`src/rtl/xcore_iram_arbiter_if.sv`:
```
// Bus bundle between the IRAM arbiter and its three neighbours: IF fetch, loader/debug, IRAM macro.
// slave = arbiter side, master = environment side.
interface xcore_iram_arbiter_if #(
  parameter int AW = 32,
  parameter int DW = 32
);
  logic          i_if_req;
  logic [AW-1:0] i_if_addr;
  logic          o_if_gnt;
  logic          o_if_rvalid;
  logic [DW-1:0] o_if_rdata;

  logic          i_ld_req;
  logic          i_ld_we;
  logic [AW-1:0] i_ld_addr;
  logic [DW-1:0] i_ld_wdata;
  logic          o_ld_gnt;
  logic          o_ld_rvalid;
  logic [DW-1:0] o_ld_rdata;

  logic          o_ram_en;
  logic          o_ram_we;
  logic [AW-1:0] o_ram_addr;
  logic [DW-1:0] o_ram_wdata;
  logic [DW-1:0] i_ram_rdata;

  logic          o_busy;

  modport slave (
    input  i_if_req, i_if_addr,
    output o_if_gnt, o_if_rvalid, o_if_rdata,
    input  i_ld_req, i_ld_we, i_ld_addr, i_ld_wdata,
    output o_ld_gnt, o_ld_rvalid, o_ld_rdata,
    output o_ram_en, o_ram_we, o_ram_addr, o_ram_wdata,
    input  i_ram_rdata,
    output o_busy
  );

  modport master (
    output i_if_req, i_if_addr,
    input  o_if_gnt, o_if_rvalid, o_if_rdata,
    output i_ld_req, i_ld_we, i_ld_addr, i_ld_wdata,
    input  o_ld_gnt, o_ld_rvalid, o_ld_rdata,
    input  o_ram_en, o_ram_we, o_ram_addr, o_ram_wdata,
    output i_ram_rdata,
    input  o_busy
  );
endinterface

```
`src/rtl/xcore_iram_arbiter.sv`:
```
// IRAM arbiter: fetch vs. loader/debug sharing one single-port sync RAM, IDLE->ACC->RSP per access.
// Define XCORE_IRAM_LDR_AGE_EN to let a starved loader win after LDR_MAX_WAIT lost arbitrations.
module xcore_iram_arbiter #(
  parameter int AW           = 32,
  parameter int DW           = 32,
  parameter int LDR_MAX_WAIT = 8
) (
  input  logic                 i_sys_clk,
  input  logic                 i_sys_rst,
  xcore_iram_arbiter_if.slave  bus
);
  localparam logic [1:0] S_IDLE = 2'd0;
  localparam logic [1:0] S_ACC  = 2'd1;
  localparam logic [1:0] S_RSP  = 2'd2;

  typedef struct packed {
    logic          ld;
    logic          we;
    logic [AW-1:0] addr;
    logic [DW-1:0] wdata;
  } acc_t;

  if (LDR_MAX_WAIT < 1) begin : g_cfg_err
    $error("xcore_iram_arbiter: LDR_MAX_WAIT must be >= 1");
  end

  logic [1:0] state;
  logic       own_ld;
  logic       any_req;
  logic       ld_win;
  acc_t       win;

  assign any_req = bus.i_if_req | bus.i_ld_req;

`ifdef XCORE_IRAM_LDR_AGE_EN
  localparam int CW = $clog2(LDR_MAX_WAIT + 1);
  logic [CW-1:0] age;
  logic          aged;

  assign aged   = (age == CW'(LDR_MAX_WAIT));
  assign ld_win = bus.i_ld_req & (~bus.i_if_req | aged);

  // Counts only arbitrations the loader actually lost.
  always_ff @(posedge i_sys_clk or negedge i_sys_rst) begin
    if (!i_sys_rst)                               age <= '0;
    else if (state == S_IDLE && any_req) begin
      if (ld_win)                                 age <= '0;
      else if (bus.i_ld_req && !aged)             age <= age + 1'b1;
    end
  end
`else
  assign ld_win = bus.i_ld_req & ~bus.i_if_req;
`endif

  always_comb begin
    win = '0;
    if (ld_win) begin
      win.ld    = 1'b1;
      win.we    = bus.i_ld_we;
      win.addr  = bus.i_ld_addr;
      win.wdata = bus.i_ld_wdata;
    end else begin
      win.addr  = bus.i_if_addr;
    end
  end

  // RAM-side regs are pulses: they hold the latched access for ACC only and are 0 elsewhere.
  always_ff @(posedge i_sys_clk or negedge i_sys_rst) begin
    if (!i_sys_rst) begin
      state           <= S_IDLE;
      own_ld          <= 1'b0;
      bus.o_if_gnt    <= 1'b0;
      bus.o_ld_gnt    <= 1'b0;
      bus.o_if_rvalid <= 1'b0;
      bus.o_ld_rvalid <= 1'b0;
      bus.o_ram_en    <= 1'b0;
      bus.o_ram_we    <= 1'b0;
      bus.o_ram_addr  <= '0;
      bus.o_ram_wdata <= '0;
    end else begin
      bus.o_if_gnt    <= 1'b0;
      bus.o_ld_gnt    <= 1'b0;
      bus.o_if_rvalid <= 1'b0;
      bus.o_ld_rvalid <= 1'b0;
      bus.o_ram_en    <= 1'b0;
      bus.o_ram_we    <= 1'b0;
      bus.o_ram_addr  <= '0;
      bus.o_ram_wdata <= '0;
      case (state)
        S_IDLE: if (any_req) begin
          state           <= S_ACC;
          own_ld          <= win.ld;
          bus.o_if_gnt    <= ~win.ld;
          bus.o_ld_gnt    <= win.ld;
          bus.o_ram_en    <= 1'b1;
          bus.o_ram_we    <= win.we;
          bus.o_ram_addr  <= win.addr;
          bus.o_ram_wdata <= win.wdata;
        end
        S_ACC: begin
          state           <= S_RSP;
          bus.o_if_rvalid <= ~own_ld;
          bus.o_ld_rvalid <= own_ld & ~bus.o_ram_we;
        end
        S_RSP:   state <= S_IDLE;
        default: state <= S_IDLE;
      endcase
    end
  end

  // Sync RAM data lands in RSP, the same cycle rvalid is high.
  assign bus.o_if_rdata = bus.o_if_rvalid ? bus.i_ram_rdata : '0;
  assign bus.o_ld_rdata = bus.o_ld_rvalid ? bus.i_ram_rdata : '0;
  assign bus.o_busy     = (state != S_IDLE);
endmodule
```
`src/flat_wrapper.sv`:
```
// flat-port wrapper written by rule: the top's interface ports become plain ports
module xcore_iram_arbiter_flat 
#(
  parameter int AW           = 32,
  parameter int DW           = 32,
  parameter int LDR_MAX_WAIT = 8
)
  (i_sys_clk, i_sys_rst, bus_i_if_req, bus_i_if_addr, bus_o_if_gnt, bus_o_if_rvalid, bus_o_if_rdata, bus_i_ld_req, bus_i_ld_we, bus_i_ld_addr, bus_i_ld_wdata, bus_o_ld_gnt, bus_o_ld_rvalid, bus_o_ld_rdata, bus_o_ram_en, bus_o_ram_we, bus_o_ram_addr, bus_o_ram_wdata, bus_i_ram_rdata, bus_o_busy);
  xcore_iram_arbiter_if #(.AW(AW), .DW(DW)) bus_i ();
  input  logic i_sys_clk;
  input  logic i_sys_rst;
  input wire logic [$bits(bus_i.i_if_req)-1:0] bus_i_if_req;
  input wire logic [$bits(bus_i.i_if_addr)-1:0] bus_i_if_addr;
  output wire logic [$bits(bus_i.o_if_gnt)-1:0] bus_o_if_gnt;
  output wire logic [$bits(bus_i.o_if_rvalid)-1:0] bus_o_if_rvalid;
  output wire logic [$bits(bus_i.o_if_rdata)-1:0] bus_o_if_rdata;
  input wire logic [$bits(bus_i.i_ld_req)-1:0] bus_i_ld_req;
  input wire logic [$bits(bus_i.i_ld_we)-1:0] bus_i_ld_we;
  input wire logic [$bits(bus_i.i_ld_addr)-1:0] bus_i_ld_addr;
  input wire logic [$bits(bus_i.i_ld_wdata)-1:0] bus_i_ld_wdata;
  output wire logic [$bits(bus_i.o_ld_gnt)-1:0] bus_o_ld_gnt;
  output wire logic [$bits(bus_i.o_ld_rvalid)-1:0] bus_o_ld_rvalid;
  output wire logic [$bits(bus_i.o_ld_rdata)-1:0] bus_o_ld_rdata;
  output wire logic [$bits(bus_i.o_ram_en)-1:0] bus_o_ram_en;
  output wire logic [$bits(bus_i.o_ram_we)-1:0] bus_o_ram_we;
  output wire logic [$bits(bus_i.o_ram_addr)-1:0] bus_o_ram_addr;
  output wire logic [$bits(bus_i.o_ram_wdata)-1:0] bus_o_ram_wdata;
  input wire logic [$bits(bus_i.i_ram_rdata)-1:0] bus_i_ram_rdata;
  output wire logic [$bits(bus_i.o_busy)-1:0] bus_o_busy;
  assign bus_i.i_if_req = bus_i_if_req;
  assign bus_i.i_if_addr = bus_i_if_addr;
  assign bus_o_if_gnt = bus_i.o_if_gnt;
  assign bus_o_if_rvalid = bus_i.o_if_rvalid;
  assign bus_o_if_rdata = bus_i.o_if_rdata;
  assign bus_i.i_ld_req = bus_i_ld_req;
  assign bus_i.i_ld_we = bus_i_ld_we;
  assign bus_i.i_ld_addr = bus_i_ld_addr;
  assign bus_i.i_ld_wdata = bus_i_ld_wdata;
  assign bus_o_ld_gnt = bus_i.o_ld_gnt;
  assign bus_o_ld_rvalid = bus_i.o_ld_rvalid;
  assign bus_o_ld_rdata = bus_i.o_ld_rdata;
  assign bus_o_ram_en = bus_i.o_ram_en;
  assign bus_o_ram_we = bus_i.o_ram_we;
  assign bus_o_ram_addr = bus_i.o_ram_addr;
  assign bus_o_ram_wdata = bus_i.o_ram_wdata;
  assign bus_i.i_ram_rdata = bus_i_ram_rdata;
  assign bus_o_busy = bus_i.o_busy;
  xcore_iram_arbiter #(.AW(AW), .DW(DW), .LDR_MAX_WAIT(LDR_MAX_WAIT)) u_core (.i_sys_clk(i_sys_clk), .i_sys_rst(i_sys_rst), .bus(bus_i));
endmodule
```
`config.mk`:
```
export PLATFORM = sky130hd
export DESIGN_NAME = xcore_iram_arbiter_flat
export DESIGN_NICKNAME = d
export VERILOG_FILES = /design/src/rtl/xcore_iram_arbiter_if.sv /design/src/rtl/xcore_iram_arbiter.sv /design/src/flat_wrapper.sv
export SDC_FILE = /design/constraint.sdc
export NUM_CORES = 1
export LEC_CHECK = 0
export ABC_AREA = 1
export CAP_MARGIN = 25
export CORE_ASPECT_RATIO = 0.5
export CORE_MARGIN = 2
export CORE_UTILIZATION = 33
export CTS_CLUSTER_DIAMETER = 30
export DETAILED_ROUTE_END_ITERATION = 16
export PLACE_DENSITY_LB_ADDON = 0.2
export SLEW_MARGIN = 20
export SYNTH_ARGS = -nofsm -noshare
export SYNTH_HDL_FRONTEND = slang
export SYNTH_SLANG_ARGS = --single-unit
export TNS_END_PERCENT = 1
```
`constraint.sdc`:
```
create_clock -name i_sys_clk -period 1.2 [get_ports i_sys_clk]
set_input_delay 0.24 -clock i_sys_clk [delete_from_list [all_inputs] [get_ports i_sys_clk]]
set_output_delay 0.24 -clock i_sys_clk [all_outputs]
set_load 0.1 [all_outputs]
```
Yosys cells after proc, flatten, opt, wreduce, memory -nomap -nowiden --
Cells that the tools add are included.
Storage, ports and cells: register bits 73, bits in latches 0, bits in writable memories 0, ROM bits 0, input bits 133, output and inout port bits 135, logic and storage cells 43, memories 0
Operators by class: add/subtract/negate cells 0, multiply operators 0, div/mod/pow operators 0, magnitude comparators 0, equality and inequality tests 2, shift-type cells 0, multiplexer cells 21, bitwise gates (word level) 7, reduce and logical (&&, ||, !) cells 3
Operators with widths (number):
- 32-bit two-way mux | 8
- 1-bit two-way mux | 10
- 2-bit two-way mux | 2
- 1-bit inverter | 4
- 2-bit one-hot mux with 2 select lines | 1
- 1-bit AND | 2
- 2-bit by 1-bit == test with 1-bit output (second input constant) | 1
- 2-bit zero test | 1
- 2-bit by 1-bit inequality test with 1-bit output (second input constant) | 1
- 2-bit AND reduction | 1
- 2-bit nonzero test | 1
- 1-bit bitwise OR | 1

Longest topological paths before layout --
Gate-level depths: netlist of run 1.
depth after elaboration 6, depth in mapped cells 5

Worst setup path before layout of run 1 --
Ideal clock, no wire load.
kind flip-flop to output port, start point reg u_core.bus.o_ld_rvalid, end point out bus_o_ld_rdata[10], arrival 1.964 ns, required time 0.960 ns, path slack -1.004 ns, cell stages (with the launch flop) 4, path buffers 1, cells stage by stage dfrtp_1 -> clkbuf_1 -> nand2_1 -> inv_1
On the way: longest elaborated chain between the ends 1
RTL lines:
- from (decl) | RTL line xcore_iram_arbiter_if.sv:33 | output o_ld_gnt, o_ld_rvalid, o_ld_rdata,
- from (signal assigned) | RTL line xcore_iram_arbiter.sv:103 | bus.o_ld_rvalid <= own_ld & ~bus.o_ram_we;
- 32-bit two-way mux | RTL line xcore_iram_arbiter.sv:113 | assign bus.o_ld_rdata = bus.o_ld_rvalid ? bus.i_ram_rdata : '0;
- to (decl) | RTL line flat_wrapper.sv:23 | output wire logic [$bits(bus_i.o_ld_rdata)-1:0] bus_o_ld_rdata;
Every way passes these cells.

Worst setup path after layout of run 1 --
start point reg u_core.bus.o_ld_rvalid, end point out bus_o_ld_rdata[5]
The elaborated chain is that of the path after synthesis.

==> key figures, run 1 <==
GRT
  – Gr ovfl total: 0
  – Largest net degree at the start of global routing: 39
  – Number of antenna violations at the first check in global routing: 0
  – Via count of the first global-routing pass: 3,764
  – Overall Global Routing Usage: 24.7%
  – First-pass GRT wire length: 19.8 mm

STA
  – RSZ-0062 raised after global routing: true
  – TNS Setup: -27.38 ns
  – Final Hold Fails: 0
  – Maximum frequency from static timing analysis: 602 MHz
  – # setup viols final: 67
  – Post-route worst hold slack: 0.320 ns
  – Headroom to the max-slew limit: 83.7%
  – Worst clock skew: 0.00981 ns
  – Number of max-slew violations in the final report: 0
  – Min cycle time layout: 1.66 ns
  – Slack of the critical path: -0.461 ns
  – Transition time at the pin with the least slew margin: 0.244 ns
  – Post-route fraction of the period consumed by the critical path: 138%

Routing
  – Total DRC errors in the routed layout: 0
  – Antenna-violating nets left: 0
  – Drt first pass iters: 4
  – Via-to-Cell Ratio: 4.37
  – Routed length per placed instance: 16.1 microns
  – Vias: 3,585
  – Iteration-0 DRC count of the detailed router: 120
  – Wire length reported by the detailed router: 13.2 mm

Critical path
  – Crit path max-delay cell type: sky130_fd_sc_hd__dfrtp_4
  – Reg2reg setup slack: 0.01 ns
  – CP dominant cell by count: sky130_fd_sc_hd__buf_12
  – Required time reported for the critical path endpoint: 0.96 ns
  – Highest net fanout along the worst path: 13
  – Family with the most delay on the worst path: flip-flops
  – Ordered cell list for the critical path: buf_12 -> nand2_4 -> clkinvlp_4 -> buf_12
  – Signal arrival time at the worst endpoint: 1.42 ns
  – Type of destination of the critical path: primary output
  – Maximum cell stage delay along the critical path: 0.53 ns
  – Buffers & Inverters on Critical Path: 3
  – Critical Path Start Type: flip-flop
  – Setup CP Type: flip-flop to primary output

Yosys
  – Post-synthesis area per instance: 8.05 sq um
  – Total standard cell area after synthesis: 3260 sq um
  – Netlist cell types: 13
  – Fraction of the yosys area taken by sequential cells: 56.0%
  – Share of Yosys cell area claimed by the top area cell type: 56.0%
  – Synth warnings: 0
  – Syn Nets: 538
  – Post-synthesis instance total: 405
  – Top cells by area, synth: sky130_fd_sc_hd__dfrtp_1 56%, sky130_fd_sc_hd__inv_1 12%, sky130_fd_sc_hd__nand2_1 12%, sky130_fd_sc_hd__nand3_1 9.8%, sky130_fd_sc_hd__nor2_1 4.0%
  – Seq cells post-synth: 73
  – Library cell with the largest summed area after synthesis: sky130_fd_sc_hd__dfrtp_1

Floorplan
  – Die Wd: 145 microns
  – Die span in y: 74.3 microns
  – Core area: 9510 sq um
  – Cell Rows: 25
  – IO Pins: 268
  – Initial Util: 34.3%
  – Full die area: 10,700 sq um

Finish
  – Area growth from synthesis to layout: 154%
  – Diodes inserted: 0
  – Share of layout cells above drive strength 1: 43.1%
  – Final core area utilization: 87.2%
  – Area taken by flip-flops and latches: 1830 sq um
  – Post-Layout Cell Count: 821
  – Fill cell instance count of the final layout: 463
  – Multi-input gate area in the final layout: 1050 sq um
  – Layout net count: 814

Power
  – Power density of the placed cells: 2470 nW/um^2
  – NetSw: 10.9 mW
  – Design internal power: 9.54 mW
  – Switching power share of the total: 53.4%
  – Clock network fraction of design power: 12.7%
  – Sequential power share: 17.0%
  – Peak VDD IR: 1.31 mV
  – Cell leakage power: 3.68 nW
  – Combinational share of power: 70.3%

Placement
  – Cell Count Post-Placement: 801
  – Port-buffer cells: 267
  – Final weighted congestion in routability-driven placement: 0.791
  – Detailed-placement wirelength estimate: 9.72 mm
  – Pre-CTS worst setup slack: -0.217 ns

Clock network
  – CTS Sinks: 73
  – Maximum clock insertion buffer count: 2
  – Clock tree from TritonCTS: built
  – H-Tree Level Count: 3
  – Worst-path clk slew: 0.06 ns
  – CTS buffer count: 9
  – Clock root cell: sky130_fd_sc_hd__clkbuf_16
  – Clock latency on the worst-skew pair: 0.33 ns

Status
  – Violations in the final reports: negative setup slack
  – Status: finished with violations

Run
  – Maximum capacitance violations: 0

Min path
  – Worst hold path type: input port to asynchronous set/reset pin
worst register-to-register path: cells and delay by family, from the launching register on:
kind / cells / cell delay, ns
flip-flops: 1 / 0.41
buffers and inverters: 1 / 0.24
AND/OR/NAND/NOR: 4 / 0.44
repair_timing:
action | in CTS | in global routing
setup buffers | 3 | 0
resized for setup | 18 | 21
setup endpoints to repair | 68 | 69
pin swaps | 0 | 1
hold buffers | 1 | 0
hold endpoints to repair | 3 | 0
state kept, by name, summed over array words and instances (netlist names):
register,cells
u_core.bus.o_if_gnt,1
u_core.bus.o_if_rvalid,1
u_core.bus.o_ld_gnt,1
u_core.bus.o_ld_rvalid,1
u_core.bus.o_ram_addr,32
u_core.bus.o_ram_en,1
u_core.bus.o_ram_wdata,32
u_core.bus.o_ram_we,1
u_core.own_ld,1
u_core.state,2
metrics by stage:
step / power, mW / cell area [sq um]
4_1_cts: 20.4 / 8230
5_1_grt: 21.1 / 8290
2_1_floorplan: 12.2 / 3660
3_3_place_gp: 17.3 / 7850
3_5_place_dp: 17.5 / 7850
6_report: 20.5 / 8290
power groups by stage:
stage                     combinational, mW  sequential (mW)  clock (mW)
after floorplan                        5.55             6.66           0
after global placement                 13.7             3.59           0
after detailed placement               13.9             3.63           0
after CTS                              14.3             3.46        2.63
after global routing                   14.8             3.52        2.75
final                                  14.4             3.47        2.60
logic make-up after synthesis:
group,count (synthesis),synth area share (%)
AND/OR/NAND/NOR,203,26.8
buffers and inverters,127,16.9
flip-flops,73,56.0
AO/OA/AOI/OAI,2,0.307
Yosys cell counts:
master / instances
sky130_fd_sc_hd__nor2_4: 1
sky130_fd_sc_hd__nand3_1: 64
sky130_fd_sc_hd__nor2_1: 35
sky130_fd_sc_hd__clkbuf_1: 6
sky130_fd_sc_hd__buf_4: 1
sky130_fd_sc_hd__buf_6: 8
sky130_fd_sc_hd__dfrtp_1: 73
sky130_fd_sc_hd__nand2_1: 101
sky130_fd_sc_hd__nand2_4: 1
sky130_fd_sc_hd__a21oi_1: 2
sky130_fd_sc_hd__nor2_8: 1
sky130_fd_sc_hd__inv_1: 104
sky130_fd_sc_hd__buf_2: 8
worst paths after layout:
| check | startpoint | endpoint | cells past startpoint |
|---|---|---|---|
| setup / recovery | u_core.bus.o_ld_rvalid | bus_o_ld_rdata[5] | 4 |
| setup reg to reg | u_core.state[0] | u_core.own_ld | 5 |
| min in group i_sys_clk | bus_i_ld_wdata[26] | u_core.bus.o_ram_wdata[26] | 3 |
| hold reg to reg | u_core.own_ld | u_core.bus.o_if_rvalid | 1 |
| hold / removal | i_sys_rst | u_core.bus.o_ram_addr[1] | 2 |
| max in group asynchronous | i_sys_rst | u_core.bus.o_if_rvalid | 3 |
metal layers:
metal | routed length [microns] | track usage (%) | part of all wire (%) | vias up
met5 | 0 | 0 | 0 | -
met4 | 327 | 8.41 | 2.5 | 0
met2 | 7430 | 49.3 | 56 | 159
li1 | - | - | - | 1717
met3 | 977 | 7.21 | 7.4 | 29
met1 | 4450 | 25.1 | 34 | 1680
placed cells by master (no fill, tap or decap):
| cell | instances |
|---|---|
| sky130_fd_sc_hd__nand3_1 | 64 |
| sky130_fd_sc_hd__clkbuf_16 | 9 |
| sky130_fd_sc_hd__bufinv_16 | 1 |
| sky130_fd_sc_hd__nand2_1 | 44 |
| sky130_fd_sc_hd__inv_2 | 3 |
| sky130_fd_sc_hd__nand2_2 | 53 |
| sky130_fd_sc_hd__buf_12 | 147 |
| sky130_fd_sc_hd__buf_4 | 5 |
| sky130_fd_sc_hd__clkbuf_1 | 1 |
| sky130_fd_sc_hd__dfrtp_4 | 2 |
| sky130_fd_sc_hd__clkinv_4 | 1 |
| sky130_fd_sc_hd__clkdlybuf4s50_1 | 131 |
| sky130_fd_sc_hd__nand2_4 | 5 |
| sky130_fd_sc_hd__clkinvlp_4 | 60 |
| sky130_fd_sc_hd__buf_6 | 3 |
| sky130_fd_sc_hd__clkinv_2 | 4 |
| sky130_fd_sc_hd__nor2_8 | 1 |
| sky130_fd_sc_hd__a21oi_1 | 2 |
| sky130_fd_sc_hd__dfrtp_1 | 71 |
| sky130_fd_sc_hd__buf_2 | 1 |
| sky130_fd_sc_hd__inv_1 | 41 |
| sky130_fd_sc_hd__nor2_1 | 35 |
| sky130_fd_sc_hd__dlygate4sd3_1 | 1 |
| sky130_fd_sc_hd__nor2_4 | 1 |
final cells by class:
class | instances | share of cell area (%)
Multi-Input combinational cell | 205 | 12.6
Sequential cell | 73 | 22.1
Clock inverter | 6 | 0.709
Timing Repair Buffer | 288 | 52.3
Inverter | 104 | 7.42
Tap cell | 135 | 2.04
Clock buffer | 10 | 2.76
(Power assumes the default switching activity.)
==> run 2, diff against run 1 <==
CORE_ASPECT_RATIO = 0.9   (was 0.5)
==> key figures, run 2 (synthesis results as in run 1) <==
Status
  – Status: finished with violations
  – Violations in the final reports: negative setup slack

Min path
  – Worst hold path type: input port to asynchronous set/reset pin

Routing
  – Via-to-Cell Ratio: 4.50 (+3.1%)
  – Met1 layer wirelength in the final routing: 3.65 mm (-18%)
  – Uppermost routed layer: met4
  – Vias: 3,663 (+2.2%)
  – Total DRC errors in the routed layout: 0 (unchanged)
  – Met2 wire len: 7.14 mm (-3.9%)
  – Iteration-0 DRC count of the detailed router: 146 (+22%)
  – Met3 layer wire length in the routed design: 1.31 mm (+34%)
  – Routed length per placed instance: 15.4 microns (-4.1%)
  – Antenna-violating nets left: 0 (unchanged)
  – Drt first pass iters: 4 (unchanged)
  – Wire length reported by the detailed router: 12.5 mm (-4.9%)

STA
  – Min cycle time layout: 1.65 ns (-0.0158 ns)
  – Worst clock skew: 0.00884 ns (-0.000969 ns)
  – Post-route worst hold slack: 0.340 ns (+0.0201 ns)
  – Slack of the critical path: -0.446 ns (+0.0158 ns)
  – # setup viols final: 68 (+1.5%)
  – Final Hold Fails: 0 (unchanged)
  – TNS Setup: -27.73 ns (-0.348 ns)
  – RSZ-0062 raised after global routing: true
  – Headroom to the max-slew limit: 77.5% (-6.2 points)
  – Transition time at the pin with the least slew margin: 0.337 ns (+0.0936 ns)
  – Number of max-slew violations in the final report: 0 (unchanged)
  – Post-route fraction of the period consumed by the critical path: 137% (-1.3 points)
  – Maximum frequency from static timing analysis: 608 MHz (+0.96%)

Clock network
  – CTS Sinks: 73 (unchanged)
  – Maximum clock insertion buffer count: 2 (unchanged)
  – CTS buffer count: 9 (unchanged)
  – Clock tree from TritonCTS: built
  – Clock latency on the worst-skew pair: 0.34 ns (about the same)
  – Clock root cell: sky130_fd_sc_hd__clkbuf_8
  – H-Tree Level Count: 3 (unchanged)
  – Worst-path clk slew: 0.08 ns (+0.02 ns)

Critical path
  – Signal arrival time at the worst endpoint: 1.41 ns (about the same)
  – Maximum cell stage delay along the critical path: 0.52 ns (about the same)
  – Ordered cell list for the critical path: buf_12 -> nand2_2 -> clkinvlp_4 -> buf_12
  – Buffers & Inverters on Critical Path: 3 (unchanged)
  – CP dominant cell by count: sky130_fd_sc_hd__buf_12
  – Reg2Reg Depth: 5 (unchanged)
  – Critical register-to-register path endpoint: u_core.bus.o_ram_wdata[5]
  – Crit path max-delay cell type: sky130_fd_sc_hd__dfrtp_4
  – Highest net fanout along the worst path: 14 (+1)
  – Type of destination of the critical path: primary output
  – Setup CP Type: flip-flop to primary output
  – Family with the most delay on the worst path: flip-flops
  – R2r startpoint: u_core.state[1]
  – Critical Path Start Type: flip-flop
  – Reg2reg setup slack: 0 ns (about the same)
  – Required time reported for the critical path endpoint: 0.96 ns (about the same)
  – Cell count along the critical path: 4 (unchanged)

Finish
  – Largest registers in the final layout: u_core.bus.o_ram_addr: 32 flops, u_core.bus.o_ram_wdata: 32 flops, u_core.state: 2 flops
  – Most used cells in the layout excluding fill and tap cells: 148 x sky130_fd_sc_hd__buf_12, 131 x sky130_fd_sc_hd__clkdlybuf4s50_1, 71 x sky130_fd_sc_hd__dfrtp_1, 64 x sky130_fd_sc_hd__nand3_1, 61 x sky130_fd_sc_hd__clkinvlp_4
  – Share of layout cells above drive strength 1: 47.5% (+4.4 points)
  – Area taken by flip-flops and latches: 1830 sq um (unchanged)
  – Diodes inserted: 0 (unchanged)
  – Multi-input gate area in the final layout: 1150 sq um (+10%)
  – Layout net count: 816 (+0.25%)
  – Area growth from synthesis to layout: 157%
  – Final core area utilization: 86.7% (-0.49 points)
  – Fill cell instance count of the final layout: 462 (-0.22%)
  – Commonest non-fill, non-tap cell in the layout: sky130_fd_sc_hd__buf_12

Power
  – Power, Total: 20.3 mW (-0.81%)
  – Cell leakage power: 3.72 nW (+1.2%)
  – Power density of the placed cells: 2420 nW/um^2 (-1.8%)
  – Peak VDD IR: 1.83 mV (+39%)

Placement
  – Pre-CTS worst setup slack: -0.245 ns (-0.0275 ns)
  – Final weighted congestion in routability-driven placement: 0.757 (-4.3%)
  – Port-buffer cells: 267 (unchanged)
  – Detailed-placement wirelength estimate: 10.0 mm (+3.2%)

Floorplan
  – Core area: 9660 sq um (+1.6%)
  – Initial Util: 33.8% (-0.52 points)
  – IO Pins: 268 (unchanged)
  – Full die area: 10,700 sq um (-0.44%)
  – Die Wd: 109 microns (-25%)
  – Cell Rows: 34 (+36%)
  – Die span in y: 98.3 microns (+32%)

GRT
  – Via count of the first global-routing pass: 3,846 (+2.2%)
  – Largest net degree at the start of global routing: 28 (-28%)
  – Gr ovfl total: 0 (unchanged)
  – First-pass GRT wire length: 19.2 mm (-2.9%)
  – Number of antenna violations at the first check in global routing: 0 (unchanged)
  – Overall Global Routing Usage: 23.6% (-1.0 points)

Run
  – Maximum capacitance violations: 0 (unchanged)
## run 2: changes by cell type in the layout (fill, tap and decap cells not counted), sizes merged
| cell | previous run | this run |
|---|---|---|
| clkinv | 5 | 2 |
| clkinvlp | 60 | 61 |
| bufinv | 1 | 2 |
| buf | 156 | 157 |
| clkbuf | 10 | 12 |
## run 2: cell type report
type                    count  share of cell area [%]
repair buffers            290                    52.4
multi-input cells         205                    13.8
flip-flops and latches     73                    21.9
clock buffers              11                    1.81
well taps                 126                    1.88
inverters                 104                    7.35
clock inverters             5                   0.926
## run 2: how the worst max path moves through the flow
stage | to | start
global route | bus_o_ld_rdata[15] | u_core.bus.o_ld_rvalid
global placement | u_core.bus.o_ram_addr[0] | bus_i_if_req
detailed placement | u_core.bus.o_ram_wdata[15] | bus_i_if_req
floorplan | bus_o_ld_rdata[22] | u_core.bus.o_ld_rvalid
CTS | bus_o_ld_rdata[12] | u_core.bus.o_ld_rvalid
finish | bus_o_ld_rdata[15] | u_core.bus.o_ld_rvalid
## run 2: repair_timing
| item | 4_1_cts | 5_1_grt |
|---|---|---|
| resized for setup | 44 | 30 |
| gates cloned | 0 | 1 |
| endpoints found under the hold margin | 22 | 0 |
| buffers inserted | 3 | 0 |
| setup endpoints to repair | 71 | 109 |
| pin swaps | 1 | 3 |
| hold buffers | 1 | 0 |
## run 2: worst register-to-register path: cells and delay by family (launching register included)
| kind | cells | cell delay, ns |
|---|---|---|
| flip-flops | 1 | 0.42 |
| buffers and inverters | 2 | 0.32 |
| AND/OR/NAND/NOR | 3 | 0.39 |
## run 2: where the power goes
| part | internal, mW | switching [mW] | total (mW) |
|---|---|---|---|
| sequential | 2.98 | 0.483 | 3.47 |
| clock | 1.28 | 0.921 | 2.20 |
| combinational | 5.14 | 9.50 | 14.6 |
## run 2: per-layer routing
metal | track usage, % | vias up
li1 | - | 1718
met1 | 20.6 | 1713
met2 | 46.1 | 198
met3 | 9.01 | 34
met4 | 10.8 | 0
met5 | 0 | -
## run 2: through the flow
stage,std cells,cell area [sq um]
5_1_grt,814,8370
3_3_place_gp,793,7860
2_1_floorplan,405,3660
3_5_place_dp,793,7860
4_1_cts,813,8240
6_report,814,8370
==> run 3, diff against run 2 <==
CORE_MARGIN = 10   (was 2)
==> key figures, run 3 (synthesis results as in run 1) <==
Floorplan
  – Core area: 9660 sq um (unchanged)
  – IO Pins: 268 (unchanged)
  – Die span in y: 114 microns (+16%)
  – Initial Util: 33.8% (unchanged)
  – Cell Rows: 34 (unchanged)
  – Die Wd: 125 microns (+15%)
  – Full die area: 14,300 sq um (+33%)

Routing
  – Total DRC errors in the routed layout: 0 (unchanged)
  – Routed length per placed instance: 18.1 microns (+18%)
  – Drt first pass iters: 4 (unchanged)
  – Wire length reported by the detailed router: 14.8 mm (+18%)
  – Vias: 3,636 (-0.74%)
  – Via-to-Cell Ratio: 4.47 (-0.62%)
  – Antenna-violating nets left: 0 (unchanged)
  – Iteration-0 DRC count of the detailed router: 143 (-2.1%)

Finish
  – Diodes inserted: 0 (unchanged)
  – Most used cells in the layout excluding fill and tap cells: 146 x sky130_fd_sc_hd__buf_12, 131 x sky130_fd_sc_hd__clkdlybuf4s50_1, 71 x sky130_fd_sc_hd__dfrtp_1, 63 x sky130_fd_sc_hd__nand3_1, 61 x sky130_fd_sc_hd__clkinvlp_4
  – Layout net count: 815 (-0.12%)
  – Largest registers in the final layout: u_core.bus.o_ram_addr: 32 flops, u_core.bus.o_ram_wdata: 32 flops, u_core.state: 2 flops
  – Final core area utilization: 85.8% (-0.92 points)
  – Commonest non-fill, non-tap cell in the layout: sky130_fd_sc_hd__buf_12
  – Cell area after layout: 8290 sq um (-1.1%)
  – Area growth from synthesis to layout: 154%
  – Share of layout cells above drive strength 1: 46.4% (-1.1 points)
  – Post-Layout Cell Count: 813 (-0.12%)
  – Fill cell instance count of the final layout: 466 (+0.87%)

STA
  – Worst clock skew: 0.0102 ns (+0.00139 ns)
  – Maximum frequency from static timing analysis: 612 MHz (+0.69%)
  – Headroom to the max-slew limit: 74.6% (-2.9 points)
  – Min cycle time layout: 1.63 ns (-0.0113 ns)
  – Number of max-slew violations in the final report: 0 (unchanged)
  – Post-route fraction of the period consumed by the critical path: 136% (-0.94 points)
  – Post-route worst hold slack: 0.409 ns (+0.0689 ns)
  – Final Hold Fails: 0 (unchanged)
  – RSZ-0062 raised after global routing: true
  – Slack of the critical path: -0.434 ns (+0.0113 ns)
  – Transition time at the pin with the least slew margin: 0.381 ns (+0.0437 ns)
  – # setup viols final: 67 (-1.5%)

Placement
  – Detailed-placement wirelength estimate: 12.1 mm (+21%)
  – Post-DP Area: 7820 sq um (-0.51%)
  – Port-buffer cells: 267 (unchanged)
  – Final weighted congestion in routability-driven placement: 0.805 (+6.3%)
  – Cell Count Post-Placement: 793 (unchanged)

Critical path
  – Highest net fanout along the worst path: 14 (unchanged)
  – Critical Path Start Type: flip-flop
  – Ordered cell list for the critical path: buf_12 -> nand2_2 -> clkinvlp_4 -> buf_12
  – Family with the most delay on the worst path: flip-flops
  – Buffers & Inverters on Critical Path: 3 (unchanged)
  – Setup CP Type: flip-flop to primary output
  – Crit path max-delay cell type: sky130_fd_sc_hd__dfrtp_4
  – CP dominant cell by count: sky130_fd_sc_hd__buf_12
  – Required time reported for the critical path endpoint: 0.96 ns (about the same)
  – Maximum cell stage delay along the critical path: 0.51 ns (about the same)
  – Type of destination of the critical path: primary output
  – Signal arrival time at the worst endpoint: 1.39 ns (-0.02 ns)

Clock network
  – CTS buffer count: 9 (unchanged)
  – Maximum clock insertion buffer count: 2 (unchanged)
  – Clock latency on the worst-skew pair: 0.34 ns (about the same)
  – CTS Sinks: 73 (unchanged)
  – Clock root cell: sky130_fd_sc_hd__clkbuf_8
  – Worst-path clk slew: 0.08 ns (about the same)
  – Clock tree from TritonCTS: built
  – H-Tree Level Count: 3 (unchanged)

Run
  – Maximum capacitance violations: 0 (unchanged)

GRT
  – Largest net degree at the start of global routing: 74 (+160%)
  – Gr ovfl total: 0 (unchanged)
  – First-pass GRT wire length: 22.0 mm (+15%)
  – Via count of the first global-routing pass: 4,004 (+4.1%)
  – Number of antenna violations at the first check in global routing: 0 (unchanged)
  – Overall Global Routing Usage: 19.6% (-4.0 points)

Status
  – Status: finished with violations
  – Violations in the final reports: negative setup slack

Power
  – Cell leakage power: 3.69 nW (-0.87%)
  – Clock network fraction of design power: 9.4% (-1.4 points)
  – NetSw: 10.9 mW (+0.45%)
  – Switching power share of the total: 54.7% (+0.96 points)
  – Peak VDD IR: 1.53 mV (-16%)
  – Sequential power share: 17.2% (about the same)
  – Combinational share of power: 73.3% (+1.2 points)
  – Design internal power: 9.08 mW (-3.4%)
  – Power density of the placed cells: 2420 nW/um^2 (-0.27%)

Min path
  – Worst hold path type: input port to flip-flop
==> run 3: cell types whose count changed in the layout (fill, tap and decap cells not counted), sizes merged <==
cell / before / now
clkbuf: 12 / 10
clkinv: 2 / 4
bufinv: 2 / 1
==> run 3: area by class of cell <==
class	instances	area, sq um	area share (%)
timing repair buffer	289	4330	52.2
tap	126	158	1.90
clock inverter	6	57.6	0.695
clock buffer	10	138	1.66
sequential	73	1830	22.1
multi-input combinational	205	1150	13.9
inverter	104	616	7.43
==> run 3: final timing paths <==
kind	start	slack, ns	depth (start not counted)	end
max reg2reg	u_core.state[0]	0.04	5	u_core.bus.o_ram_addr[25]
min	bus_i_ld_wdata[25]	0.41	3	u_core.bus.o_ram_wdata[25]
min in group asynchronous	i_sys_rst	0.45	3	u_core.bus.o_ram_wdata[18]
max	u_core.bus.o_ld_rvalid	-0.43	4	bus_o_ld_rdata[12]
max in group asynchronous	i_sys_rst	0.40	3	u_core.bus.o_ld_rvalid
min reg2reg	u_core.own_ld	0.48	1	u_core.bus.o_if_rvalid
==> run 3: stage by stage <==
stage | setup TNS [ns] | power [mW] | setup WS (ns)
6_report | -26.50 | 20.0 | -0.434
5_1_grt | -30.10 | 20.6 | -0.486
4_1_cts | -27.68 | 20.1 | -0.440
3_5_place_dp | -21.84 | 17.7 | -0.262
3_3_place_gp | -18.10 | 17.5 | -0.201
2_1_floorplan | -24.87 | 12.2 | -0.383
==> run 3: metal layers <==
metal,vias up,global-route usage (%),routed length (microns)
met5,-,0,0
met4,0,8.22,412
met3,25,8.98,1560
met2,195,36.7,7910
met1,1694,18.2,4860
li1,1722,-,-
==> run 3: worst reg2reg max path: stages, from the launching register on <==
cell and delay (ns):
sky130_fd_sc_hd__dfrtp_1 0.42, sky130_fd_sc_hd__nor2_4 0.18, sky130_fd_sc_hd__buf_12 0.15, sky130_fd_sc_hd__buf_12 0.15, sky130_fd_sc_hd__nand3_1 0.11, sky130_fd_sc_hd__nand2_1 0.09
==> run 3: power by group through the flow <==
stage	clock network, mW	logic (mW)	registers (mW)
final	1.89	14.7	3.45
after CTS	1.92	14.7	3.47
after global placement	0	13.9	3.59
after global routing	2.01	15.1	3.49
after floorplan	0	5.55	6.66
after detailed placement	0	14.1	3.62
==> run 3: what timing repair did <==
action	4_1_cts	5_1_grt
endpoints found under the setup margin	67	96
pin swaps	1	2
endpoints found under the hold margin	73	0
gates resized for setup	48	21
buffers inserted	3	0
cloned	0	0
hold buffers	1	0
==> RTL change 1: new RTL, config.mk and constraints of run 3 <==
`AW` is set to 32 in 3 places; all go to 64.
--- a/src/rtl/xcore_iram_arbiter_if.sv
+++ b/src/rtl/xcore_iram_arbiter_if.sv
@@ -2,5 +2,5 @@
 // slave = arbiter side, master = environment side.
 interface xcore_iram_arbiter_if #(
-  parameter int AW = 32,
+  parameter int AW = 64,
   parameter int DW = 32
 );
--- a/src/rtl/xcore_iram_arbiter.sv
+++ b/src/rtl/xcore_iram_arbiter.sv
@@ -2,5 +2,5 @@
 // Define XCORE_IRAM_LDR_AGE_EN to let a starved loader win after LDR_MAX_WAIT lost arbitrations.
 module xcore_iram_arbiter #(
-  parameter int AW           = 32,
+  parameter int AW           = 64,
   parameter int DW           = 32,
   parameter int LDR_MAX_WAIT = 8
--- a/src/flat_wrapper.sv
+++ b/src/flat_wrapper.sv
@@ -2,5 +2,5 @@
 module xcore_iram_arbiter_flat 
 #(
-  parameter int AW           = 32,
+  parameter int AW           = 64,
   parameter int DW           = 32,
   parameter int LDR_MAX_WAIT = 8
Ports: changed (resized bus_i_if_addr, bus_i_ld_addr and bus_o_ram_addr); port bits go from 268 to 364. No check against the original RTL was run, so the function may have changed too.
==> RTL change 1 against run 3 <==
Wire length increased by 60%; synthesized area increased by 39%; synthesized cell count increased by 35%; final area increased by 33%; total power increased by 38%; sequential cell count increased by 32; the flow still finishes with violations (setup timing); critical path depth unchanged; sequential share of layout area increased by 1.7 points; setup slack got worse by 0.046 ns; critical path type unchanged.
==> RTL change 1: results (changes against run 3) <==
stage,metric,value,unit,change
outcome,status,"complete, but fails checks",,unchanged
outcome,failing checks,setup timing,,unchanged
route,met3 wire len,2530,microns,was 1560 microns
global_routing,largest net degree at the start of global routing,43,,was 74
timing,final worst-path setup slack,-0.480,ns,was -0.434 ns
route,Vias/cell,4.72,,was 4.47
critical_path,WP data arrival,1.44,ns,was 1.39 ns
clocking,number of setup buffers added after CTS,4,,was 3
placed_design,HPWL Detailed,18600,microns,was 12100 microns
placed_design,pre-CTS WS,-0.262,ns,about the same
global_routing,global routing met2 resource utilization,44.0,%,was 36.7%
route,via count,5140,,was 3636
pwr,clock power share,10.5,%,was 9.4%
global_routing,met3 Use GR,11.3,%,was 8.98%
critical_path,Critical Path End,bus_o_ld_rdata[10],,was bus_o_ld_rdata[12]
route,final WL,23600,microns,was 14800 microns
timing,Final setup viols,88,,was 67
hold_path,worst hold endpoint,u_core.bus.o_ram_addr[14],,was u_core.bus.o_ram_wdata[25]
route,Top Metal Used,met5,,was met4
placed_design,Placed Area,10400,sq um,was 7820 sq um
synth,Synth Instances,547,,was 405
hold_path,HP Start,bus_i_if_req,,was bus_i_ld_wdata[25]
cells_and_area,fillcell total,694,,was 466
route,Routed met2 length,12700,microns,was 7910 microns
timing,relative slew slack,74.7,%,was 74.6%
global_routing,grt met1 use,21.3,%,was 18.2%
pwr,Sw Ratio,54.2,%,was 54.7%
critical_path,internal reg-to-reg setup slack,-0.06,ns,was 0.04 ns
pwr,Power Clock,2.89,mW,was 1.89 mW
route,initial DRC count,205,,was 143
global_routing,number of global-route vias before repair,5481,,was 4004
global_routing,first-pass GRT wire length,33900,microns,was 22000 microns
## RTL change 1: cell types whose count changed after synthesis, sizes merged
cell    delta
buf       +13
clkbuf     +1
dfrtp     +32
nand2     +32
nand3     +64
## RTL change 1: final cells by class
type,instances,area (sq um),share of cell area [%]
antenna,2,5.00,0.0453
clock buffer,10,239,2.16
clock inverter,5,45.0,0.408
inverter,104,616,5.57
multi-input combinational,301,1600,14.5
sequential,105,2640,23.8
tap,168,210,1.90
timing repair buffer,394,5700,51.6
## RTL change 1: logic make-up (layout without fill, tap and decap cells)
| logic type | Yosys count | in the layout | share of synthesized area, % |
|---|---|---|---|
| AOI/OAI and AO/OA | 2 | 2 | 0.221 |
| DFF | 105 | 105 | 57.9 |
| buffers and inverters | 141 | 513 | 13.3 |
| other | 0 | 2 | 0 |
| and+or+nand+nor | 299 | 299 | 28.6 |
## RTL change 1: critical path, cell delays in order, from the launching register on
cell        delay, ns
dfrtp_4          0.52
buf_12           0.18
nand2_2          0.11
clkinvlp_4       0.11
buf_12           0.18
==> RTL change 2: new RTL, flow settings as in run 3 <==
Without the edit above. Add a define of `XCORE_IRAM_LDR_AGE_EN`.
--- a/src/rtl/xcore_iram_arbiter.sv
+++ b/src/rtl/xcore_iram_arbiter.sv
@@ -1,4 +1,6 @@
 // IRAM arbiter: fetch vs. loader/debug sharing one single-port sync RAM, IDLE->ACC->RSP per access.
 // Define XCORE_IRAM_LDR_AGE_EN to let a starved loader win after LDR_MAX_WAIT lost arbitrations.
+`define XCORE_IRAM_LDR_AGE_EN
+
 module xcore_iram_arbiter #(
   parameter int AW           = 32,
Formal check against the unedited RTL: no difference found for any inputs over 10 cycles, from zero or initial values and one cycle with i_sys_rst low; that may be too few to reach the edited logic, so the function may still have changed.
==> RTL change 2 against run 3 <==
The flow still finishes with violations (setup timing); synthesized area increased by 15%; fmax increased by 0.21%; synthesized cell count increased by 24%; worst hold slack got worse by 0.086 ns; wire length increased by 14%; combinational power decreased by 5%; register-to-register slack got worse by 0.29 ns; setup slack improved by 0.0034 ns; final area increased by 7.8%; sequential cell count increased by 4; total power increased by 2.0%; final cell count increased by 16%; core utilization decreased by 4.2 points; critical endpoint is now bus_o_ld_rdata[10]; largest cell class unchanged.
==> RTL change 2: results (changes against run 3) <==
stage,metric,value,unit,change
synth,synth top area cells,"dfrtp_1 (52%), inv_1 (14%), nand2_1 (11%), nor2_1 (7.0%), nand3_1 (5.0%)",,"was dfrtp_1 (56%), inv_1 (12%), nand2_1 (12%), nand3_1 (9.8%), nor2_1 (4.0%)"
placed_design,HPWL Detailed,14000,microns,was 12100 microns
hold_path,HP Start,bus_i_ld_req,,was bus_i_ld_wdata[25]
pwr,Seq pwr share,18.2,%,was 17.2%
critical_path,CP max FO,20,,was 14
timing,Fin Setup TNS,-35.44,ns,was -26.50 ns
outcome,status,"complete, but fails checks",,unchanged
outcome,failing checks,setup timing,,unchanged
cells_and_area,fin util,81.6,%,was 85.8%
placed_design,Placed Area,8420,sq um,was 7820 sq um
route,met3 wire len,1660,microns,was 1560 microns
critical_path,internal reg-to-reg setup slack,-0.25,ns,was 0.04 ns
timing,hold_ws,0.323,ns,was 0.409 ns
critical_path,Reg2Reg Capture Point,u_core.bus.o_ram_addr[18],,was u_core.bus.o_ram_addr[25]
timing,Final setup viols,138,,was 67
timing,final worst-path setup slack,-0.431,ns,was -0.434 ns
route,WL met1,5970,microns,was 4860 microns
cells_and_area,Regs by FF count,"u_core.bus.o_ram_addr (32), u_core.bus.o_ram_wdata (32), u_core.age (4)",,"was u_core.bus.o_ram_addr (32), u_core.bus.o_ram_wdata (32), u_core.state (2)"
timing,relative slew slack,76.4,%,was 74.6%
placed_design,Final GP Congestion,0.800,,was 0.805
synth,post-synthesis cell type count,22,,was 13
global_routing,global routing met2 resource utilization,38.4,%,was 36.7%
placed_design,pre-CTS WS,-0.366,ns,was -0.262 ns
route,initial DRC count,248,,was 143
synth,adder-cell share of the synthesized area,0.669,%,was 0%
global_routing,met3 Use GR,8.28,%,was 8.98%
clocking,post-CTS resize count,28,,was 48
synth,net count after synthesis,639,,was 538
cells_and_area,fillcell total,618,,was 466
timing,Layout Skew,0.0126,ns,was 0.0102 ns
pwr,Leak,3.97,nW,was 3.69 nW
synth,post-synthesis sequential area ratio,51.5,%,was 56.0%
global_routing,grt met1 use,21.3,%,was 18.2%
pwr,total power,20.4,mW,was 20.0 mW
route,Vias/cell,4.41,,was 4.47
RTL change 2: cell types whose count changed in the layout (fill, tap and decap cells not counted), moves of 4 or more:
cell              run 3  this run
nand2_1              37        44
nor2_1               24        62
buf_4                 9        17
dfrtp_1              71        75
nand3_1              63        36
nand2_2              51        64
a21oi_1               2        32
clkinv_2              4         0
nand2_4              13         2
inv_1                39        74
clkbuf_8             10         0
clkbuf_16             0         9
RTL change 2: final cells by class:
class	count	share of cell area, %
Timing Repair Buffer	298	49.3
Clock inverter	7	1.04
Multi-Input combinational cell	259	14.9
Clock buffer	9	2.52
Inverter	141	8.45
Sequential cell	77	21.7
Tap cell	152	2.13
RTL change 2: worst reg2reg max path, cell delays in order, from the launching register on:
cell	delay, ns
dfrtp_1	0.38
inv_1	0.08
ha_1	0.17
nand3_2	0.11
nand2_4	0.11
buf_12	0.22
nand3_1	0.14
nand2_1	0.08
nor2_1	0.05
